===== src/rtl/alu_pkg.sv =====
// Shared ALU types: subtractor FSM states, the Z/N/C/V flag bundle and the
// flag-derivation helper used when a serial subtraction completes.
package alu_pkg;

    localparam int ALU_WIDTH = 32;

    typedef enum logic [1:0] {
        IDLE = 2'd0,
        RUN  = 2'd1,
        DONE = 2'd2
    } sub_state_t;

    typedef struct packed {
        logic z;
        logic n;
        logic c;
        logic v;
    } alu_flags_t;

    // Flags of A - B; N and V only carry meaning under signed rules.
    function automatic alu_flags_t sub_flags(
        input logic res_zero,
        input logic res_msb,
        input logic cout,
        input logic a_msb,
        input logic b_msb,
        input logic sgn
    );
        alu_flags_t f;
        f.z = res_zero;
        f.n = sgn & res_msb;
        f.c = cout;
        f.v = sgn & (a_msb ^ b_msb) & (res_msb ^ a_msb);
        return f;
    endfunction

endpackage


===== src/rtl/sub_digit.sv =====
// One DIGIT-wide slice of A + ~B + 1; the caller supplies the already
// inverted subtrahend digit and the running carry.
module sub_digit #(
    parameter int DIGIT = 4
) (
    input  logic [DIGIT-1:0] a,
    input  logic [DIGIT-1:0] b_inverted,
    input  logic             cin,
    output logic [DIGIT-1:0] sum,
    output logic             cout
);

    assign {cout, sum} = {1'b0, a} + {1'b0, b_inverted} + {{DIGIT{1'b0}}, cin};

endmodule


===== src/rtl/sub_serial.sv =====
// Digit-serial subtractor A - B with start/done handshake and Z/N/C/V flags.
// Optional feature: define SUB_SERIAL_LT_EN to add the registered 'lt' output.
module sub_serial
    import alu_pkg::*;
#(
    parameter int WIDTH = ALU_WIDTH,
    parameter int DIGIT = 4
) (
    input  logic             clk,
    input  logic             rst_n,
    input  logic             start,
    input  logic [WIDTH-1:0] A,
    input  logic [WIDTH-1:0] B,
    input  logic             sign,
    output logic             busy,
    output logic             done,
    output logic [WIDTH-1:0] respuesta,
    output logic             Z,
    output logic             N,
    output logic             C,
`ifdef SUB_SERIAL_LT_EN
    output logic             V,
    output logic             lt
`else
    output logic             V
`endif
);

    localparam int N_DIG = WIDTH / DIGIT;
    localparam int CW    = $clog2(N_DIG);
    localparam logic [CW-1:0] LAST = CW'(N_DIG - 1);

    sub_state_t             r_state;
    sub_state_t             w_next;
    logic                   w_accept;
    logic [CW-1:0]          r_count;
    logic                   r_carry;
    logic [WIDTH-1:0]       r_a;
    logic [WIDTH-1:0]       r_b;
    logic                   r_sign;
    // Holds every digit but the last; the final digit joins it on commit.
    logic [WIDTH-DIGIT-1:0] r_part;
    logic                   r_busy;
    logic                   r_done;
    logic [WIDTH-1:0]       r_res;
    alu_flags_t             r_flags;
    alu_flags_t             w_flags;
    logic [DIGIT-1:0]       w_sum;
    logic                   w_cout;
    logic [WIDTH-1:0]       w_res;

    sub_digit #(.DIGIT(DIGIT)) u_digit (
        .a          (r_a[int'(r_count) * DIGIT +: DIGIT]),
        .b_inverted (~r_b[int'(r_count) * DIGIT +: DIGIT]),
        .cin        (r_carry),
        .sum        (w_sum),
        .cout       (w_cout)
    );

    assign w_res   = {w_sum, r_part};
    assign w_flags = sub_flags(w_res == {WIDTH{1'b0}}, w_res[WIDTH-1], w_cout,
                               r_a[WIDTH-1], r_b[WIDTH-1], r_sign);

    // Next-state decode and operand-accept strobe.
    always_comb begin
        w_next   = r_state;
        w_accept = 1'b0;
        case (r_state)
            IDLE, DONE: begin
                if (start) begin
                    w_next   = RUN;
                    w_accept = 1'b1;
                end else begin
                    w_next   = IDLE;
                end
            end
            RUN: begin
                if (r_count == LAST) begin
                    w_next = DONE;
                end else begin
                    w_next = RUN;
                end
            end
            default: w_next = IDLE;
        endcase
    end

    // State register with handshake outputs registered from the next state.
    always_ff @(posedge clk or negedge rst_n) begin
        if (!rst_n) begin
            r_state <= IDLE;
            r_busy  <= 1'b0;
            r_done  <= 1'b0;
        end else begin
            r_state <= w_next;
            r_busy  <= (w_next == RUN);
            r_done  <= (w_next == DONE);
        end
    end

    // Operand latch, digit iteration and result/flag commit.
    always_ff @(posedge clk or negedge rst_n) begin
        if (!rst_n) begin
            r_count <= {CW{1'b0}};
            r_carry <= 1'b0;
            r_a     <= {WIDTH{1'b0}};
            r_b     <= {WIDTH{1'b0}};
            r_sign  <= 1'b0;
            r_part  <= {(WIDTH-DIGIT){1'b0}};
            r_res   <= {WIDTH{1'b0}};
            r_flags <= '0;
`ifdef SUB_SERIAL_LT_EN
            lt      <= 1'b0;
`endif
        end else if (w_accept) begin
            r_a     <= A;
            r_b     <= B;
            r_sign  <= sign;
            r_count <= {CW{1'b0}};
            r_carry <= 1'b1;
        end else if (r_state == RUN) begin
            r_part  <= {w_sum, r_part[WIDTH-DIGIT-1:DIGIT]};
            r_carry <= w_cout;
            r_count <= r_count + CW'(1);
            if (r_count == LAST) begin
                r_res   <= w_res;
                r_flags <= w_flags;
`ifdef SUB_SERIAL_LT_EN
                lt      <= r_sign ? (w_flags.n ^ w_flags.v) : ~w_flags.c;
`endif
            end
        end
    end

    assign busy      = r_busy;
    assign done      = r_done;
    assign respuesta = r_res;
    assign Z         = r_flags.z;
    assign N         = r_flags.n;
    assign C         = r_flags.c;
    assign V         = r_flags.v;

endmodule


===== config.mk =====
export PLATFORM = sky130hd
export DESIGN_NAME = sub_serial
export DESIGN_NICKNAME = d
export VERILOG_FILES = /design/src/rtl/alu_pkg.sv /design/src/rtl/sub_digit.sv /design/src/rtl/sub_serial.sv
export SDC_FILE = /design/constraint.sdc
export NUM_CORES = 1
export LEC_CHECK = 0
export CORE_MARGIN = 5
export CORE_UTILIZATION = 25
export DETAILED_ROUTE_END_ITERATION = 8
export PLACE_DENSITY = 0.44
export SETUP_SLACK_MARGIN = 0.5
export SLEW_MARGIN = 30
export SYNTH_ARGS = -nofsm -noshare
export SYNTH_HDL_FRONTEND = slang
export SYNTH_HIERARCHICAL = 1
export SYNTH_SLANG_ARGS = --single-unit

===== constraint.sdc =====
create_clock -name clk -period 3.43 [get_ports clk]
set_input_delay 0.343 -clock clk [delete_from_list [all_inputs] [get_ports clk]]
set_output_delay 0.343 -clock clk [all_outputs]
set_load 0.1 [all_outputs]

==> Word-level counts from Yosys, hierarchy flattened <==
Cells that the tools add are included.
{ "word_totals": {"regBits": 137, "inputBits": 68, "elab_cells": 46} }
{ "op_classes": {"muxes": 9, "n_eq_ne": 5, "n_reduce_logical": 6, "n_addsub": 3, "n_shift": 2, "n_bitwise": 7} }
{ "op_table": {"columns": ["operator", "n"], "rows": [
  ["$shiftx A32 B6 Y4", 2],
  ["$logic_not A32 Y1", 1],
  ["$mux W3", 2],
  ["$add A4 B4 Y5", 1],
  ["$add A5 B1 Y5", 1],
  ["$mux W1", 5],
  ["$eq A2 B1 Y1 const B", 2],
  ["$eq A2 B2 Y1 const B", 2],
  ["$not A4 Y4", 1],
  ["$pmux W2 S2", 1],
  ["$add A3 B1 Y3 const B", 1],
  ["$and A1 B1 Y1", 3],
  ["$eq A3 B3 Y1 const B", 1],
  ["$reduce_and A3 Y1", 1],
  ["$logic_not A2 Y1", 1],
  ["$mux W2", 1],
  ["$reduce_and A2 Y1", 1],
  ["$reduce_bool A2 Y1", 1],
  ["$reduce_or A2 Y1", 1],
  ["$xor A1 B1 Y1", 2],
  ["$not A1 Y1", 1]
]} }

==> Depth between registers and ports, before layout <==
{ "depth": {"word_depth": 6, "depth_mapped": 12, "ltp_nobuf": 10} }

==> Modules after synthesis <==
The synthesis kept the hierarchy.
{ "by_module_without_submodules": {"columns": ["mod", "cells_each", "seq_area_each_um2", "area_per_inst_um2", "instances"], "rows": [
  ["sub_serial", 612, 3428.3, 5709.2, 1],
  ["sub_digit", 16, 0.0, 143.9, 1]
]} }

==> Worst setup path after synthesis <==
OpenSTA, ideal clock, no wires.
{ "synth_path": {"kind": "reg-to-reg", "startpoint": "reg r_count[0]", "endpoint": "reg r_flags (netlist bit Z)", "slack_ns": 0.616, "path_stages_with_launch": 11, "n_path_buf": 1, "setup_ns": 0.095, "arrival_time_ns": 2.719, "cell_sequence": "dfrtp_1 > buf_6 > mux4_1 > mux2_2 > fa_1 > a21o_1 > a21oi_2 > xnor2_1 > nor4_1 > nand4_1 > o31ai_1"} }
{ "synth_between": {"elab_chain_len": 5, "word_cells_on_any_way": 8, "cone_classes": "2 x add/sub; 1 x eq/ne; 2 x shift; 1 x bitwise; 2 x reduce/logical"} }
{ "synth_rtl": {"columns": ["item", "line", "source"], "rows": [
  ["start: declaration", "sub_serial.sv:36", "logic [CW-1:0] r_count;"],
  ["start signal: assignment", "sub_serial.sv:104", "r_count <= {CW{1'b0}};"],
  ["start signal: assignment", "sub_serial.sv:119", "r_count <= {CW{1'b0}};"],
  ["start signal: assignment", "sub_serial.sv:124", "r_count <= r_count + CW'(1);"],
  ["$shiftx A32 B6 Y4", "sub_serial.sv:54", ".b_inverted (~r_b[int'(r_count) * DIGIT +: DIGIT]),"],
  ["$not A4 Y4", "sub_serial.sv:54", null],
  ["$add A4 B4 Y5 (*)", "sub_digit.sv:13", "assign {cout, sum} = {1'b0, a} + {1'b0, b_inverted} + {{DIGIT{1'b0}}, cin};"],
  ["$add A5 B1 Y5 (*)", "sub_digit.sv:13", null],
  ["named net w_sum[3]", "sub_serial.sv:48", "logic [DIGIT-1:0] w_sum;"],
  ["$logic_not A32 Y1 (*)", "sub_serial.sv:61", "assign w_flags = sub_flags(w_res == {WIDTH{1'b0}}, w_res[WIDTH-1], w_cout,"],
  ["end signal: assignment", "sub_serial.sv:127", "r_flags <= w_flags;"],
  ["end: declaration", "sub_serial.sv:46", "alu_flags_t r_flags;"]
]} }
The timed path passes the listed nets; every way through them passes the cells marked *.
A chain may end at the register's enable or synchronous reset.

==> Worst setup path in the final report <==
{ "layout_path": {"startpoint": "reg r_count[1]", "endpoint": "reg r_flags (netlist bit Z)"} }
Same word-level chain as after synthesis.

==> impl_metrics.env <==
export IMPL_synth_xor_area_share_pct=0.299
export IMPL_grt_max_degree=102
export IMPL_regToRegStartpoint="r_count[1]$_DFFE_PN0P_"
export IMPL_antenna_violating_nets_post_route=0
export IMPL_cpMaxStageDelayCell="sky130_fd_sc_hd__fa_2"
export IMPL_grt_pass1_vias=4681
export IMPL_max_cap_violations=0
export IMPL_synthFlopType="sky130_fd_sc_hd__dfrtp_1"
export IMPL_hold_path_class="in2async"
export IMPL_routed_wl_met2_mm=6.99
export IMPL_met3WireLength_um=655
export IMPL_worstSetupStartpointType="register"
export IMPL_viasPerCell=4.17
export IMPL_synth_compound_gate_area_share_pct=1.30
export IMPL_ys_top_cells_by_area="sky130_fd_sc_hd__dfrtp_1 59%, sky130_fd_sc_hd__nand2_1 24%, sky130_fd_sc_hd__mux4_2 3.8%"
export IMPL_synth_async_reset_ratio_pct=100
export IMPL_port_buffer_cells=105
export IMPL_cp_cell_sequence="buf_4, mux4_2, mux2i_2, fa_2, inv_1, fa_2, inv_1, nor4_2, nand4_1, o31ai_1"
export IMPL_reg2reg_slack_ns=0.61
export IMPL_period_needed_ns=2.82
export IMPL_htree_levels=4
export IMPL_gpl_final_weighted_congestion=0.745
export IMPL_vias=4471
export IMPL_initial_utilization_pct=25.2
export IMPL_post_dp_hpwl_mm=10.8
export IMPL_detailedPlace_worstSlack_ns=0.190
export IMPL_final_setup_viol_count=0
export IMPL_critical_path_max_fanout=11
export IMPL_post_synth_edffs=0
export IMPL_worst_path_dominant_cell_family="adder cells"
export IMPL_worst_slew_margin_rel_pct=32.6
export IMPL_tns_ns=0
export IMPL_yosys_area_share_adder_pct=1.75
export IMPL_setup_worst_path_end_class="register"
export IMPL_rows=56
export IMPL_postSynthRegisterBits=137
export IMPL_coreArea_um2=23300
export IMPL_die_area_um2=26600
export IMPL_track_usage_pct=11.9
export IMPL_number_of_nets_produced_by_synthesis=703
export IMPL_clock_latency_ns=0.42
export IMPL_critPathKind="reg2reg"
export IMPL_topRoutingLayerUsed="met4"
export IMPL_yosys_mux_area_fraction_pct=8.19
export IMPL_synth_simple_gate_area_share_pct=26.8
export IMPL_design_final_nets=816
export IMPL_cts_root_buffer="sky130_fd_sc_hd__clkbuf_16"
export IMPL_path_buf_inv=3
export IMPL_iteration_count_of_the_initial_detailed_routing_pass=4
export IMPL_synth_top_area_share_pct=58.6
export IMPL_die_height_um=163
export IMPL_grt_overflow=0
export IMPL_cts_reportedPaths_clkPinSlew_ns=0.06
export IMPL_boundary_pin_count=106
export IMPL_antenna_cells=0
export IMPL_cts_tree="yes"
export IMPL_synthesis_area_um2=5850
export IMPL_top_cells_by_count_synth="380 x sky130_fd_sc_hd__nand2_1, 137 x sky130_fd_sc_hd__dfrtp_1, 20 x sky130_fd_sc_hd__clkbuf_1"
export IMPL_cell_taking_the_most_area_after_synthesis="sky130_fd_sc_hd__dfrtp_1"
export IMPL_syn_mean_instance_area_um2=9.32
export IMPL_num_fill_cells=2415
export IMPL_route_detailed_wl_per_inst_um=14.1
export IMPL_reg2regPathDepth=10
export IMPL_die_width_um=163
export IMPL_slowest_delay_ns=0.52
export IMPL_post_synth_top_count_cell="sky130_fd_sc_hd__nand2_1"
export IMPL_hold_violations=0
export IMPL_drt_total_wl_mm=15.1
export IMPL_slew_viol_final=0
export IMPL_timing_critical_path_depth=10
export IMPL_first_pass_grt_wire_length_mm=24.9
export IMPL_ys_warn_count=6
export IMPL_final_critical_path_setup_slack_ns=0.611
export IMPL_synth_top_family_by_area="simple AND/OR/NAND/NOR gates"
export IMPL_critPathArrivalTime_ns=3.13
export IMPL_count_of_cell_types_in_the_netlist=30
export IMPL_tritoncts_num_buffers=17
export IMPL_drive_above_1_share_pct=12.4
export IMPL_status="complete, no violations"
export IMPL_startpoint="r_count[1]$_DFFE_PN0P_"
export IMPL_dr_first_iter_drc_count=211
export IMPL_termination_of_the_worst_setup_path="Z$_DFFE_PN0P_"
export IMPL_met1_length_mm=7.17
export IMPL_antenna_violations_before_repair=0
export IMPL_regToRegEndpoint="Z$_DFFE_PN0P_"
export IMPL_clock_sinks=137
export IMPL_worst_slew_pin_tran_ns=1.01
export IMPL_synth_sequential_area_ratio_pct=58.6
export IMPL_syn_inst=628
export IMPL_clk_path_buf_depth=2
export IMPL_area_delta_synth_final_pct=38.9
export IMPL_finClkSkew_ns=0.0103
export IMPL_detail_route_drc_violations=0
export IMPL_fmax_ghz=0.355
export IMPL_cp_data_required_time_ns=3.75
export IMPL_fin_crit_sh_pct=82.2
export IMPL_grt_setup_unrepaired="no"
-- through the flow --
stage                     util (%)  cells  cell area [um^2]  hold WS [ns]
after floorplan                  -    628              5850        0.0474
after global placement        31.1   1027              7230         0.456
after detailed placement      31.1   1027              7230         0.457
after CTS                     34.1   1061              7930        0.0796
after global routing          35.0   1072              8130        0.0961
final                         35.0   1072              8130        0.0420
-- final cells by class --
class	instances	area (um^2)	area share, %
clock buffers	19	453	5.57
clock inverters	12	198	2.43
well taps	319	399	4.91
flip-flops and latches	137	3430	42.2
repair buffers	129	1290	15.8
multi-input cells	450	2340	28.8
inverters	6	22.5	0.277
-- flip-flops by register name, summed over array words and instances, names as in the netlist --
name / flops
r_state: 2
r_a: 32
r_sign: 1
busy: 1
Z: 1
V: 1
done: 1
C: 1
r_count: 3
respuesta: 32
r_part: 28
r_b: 32
r_carry: 1
N: 1
-- worst register-to-register path, delay by kind of cell, from the launching register on --
kind            cells  cell delay [ns]
compound gates      1             0.25
fa+ha+maj           2             0.77
buf+inv             3             0.37
mux                 2             0.55
simple gates        2             0.32
flops               1             0.47
-- cell families after synthesis --
kind of cell | count (synthesis)
xor gates and xnor gates | 2
AOI/OAI and AO/OA | 12
buffers and inverters | 41
adders and majority gates | 7
DFF | 137
muxes | 25
and+or+nand+nor | 404
-- worst min-delay path by stage --
stage	from	end	slack [ns]	cells past startpoint
detailed placement	r_a[17]$_DFFE_PN0P_	r_a[17]$_DFFE_PN0P_	0.46	2
floorplan	rst_n	C$_DFFE_PN0P_	0.05	0
global placement	r_a[24]$_DFFE_PN0P_	r_a[24]$_DFFE_PN0P_	0.46	2
finish	rst_n	r_part[17]$_DFFE_PN0P_	0.04	1
CTS	rst_n	r_part[3]$_DFFE_PN0P_	0.08	1
global route	rst_n	r_part[19]$_DFFE_PN0P_	0.1	1
-- metal layers --
layer,vias up,GRT usage (%)
met5,-,0
met4,0,4.38
met3,18,3.05
met1,2148,16.3
li1,2202,-
met2,103,18.2
-- what timing repair did --
action,CTS,global route
endpoints found under the hold margin,0,0
endpoints found under the setup margin,4,2
pin swaps,2,9
hold buffers,0,0
cloned,0,1
resized for setup,10,16
buffers inserted,3,10
-- cell usage in the layout (no fill, tap or decap), drive strengths merged --
cell type      count
clkdlybuf4s50    103
xnor2              2
a22o               2
nand4              2
bufinv             5
inv                5
nor2b              3
clkbuf            21
nand3b             1
and3b              1
clkinv             6
a21o               1
o31ai              1
nor3               1
fa                 2
nand2b             3
a21oi              2
dfrtp            137
mux4              16
nand2            380
nor2               4
mux2i              4
clkinvlp           2
nor4               8
o21ai              6
ha                 5
nand3              1
mux2               5
buf               24
Power is not shown: default switching activity piles up to over one toggle a cycle in this logic, so the estimate is an artifact.
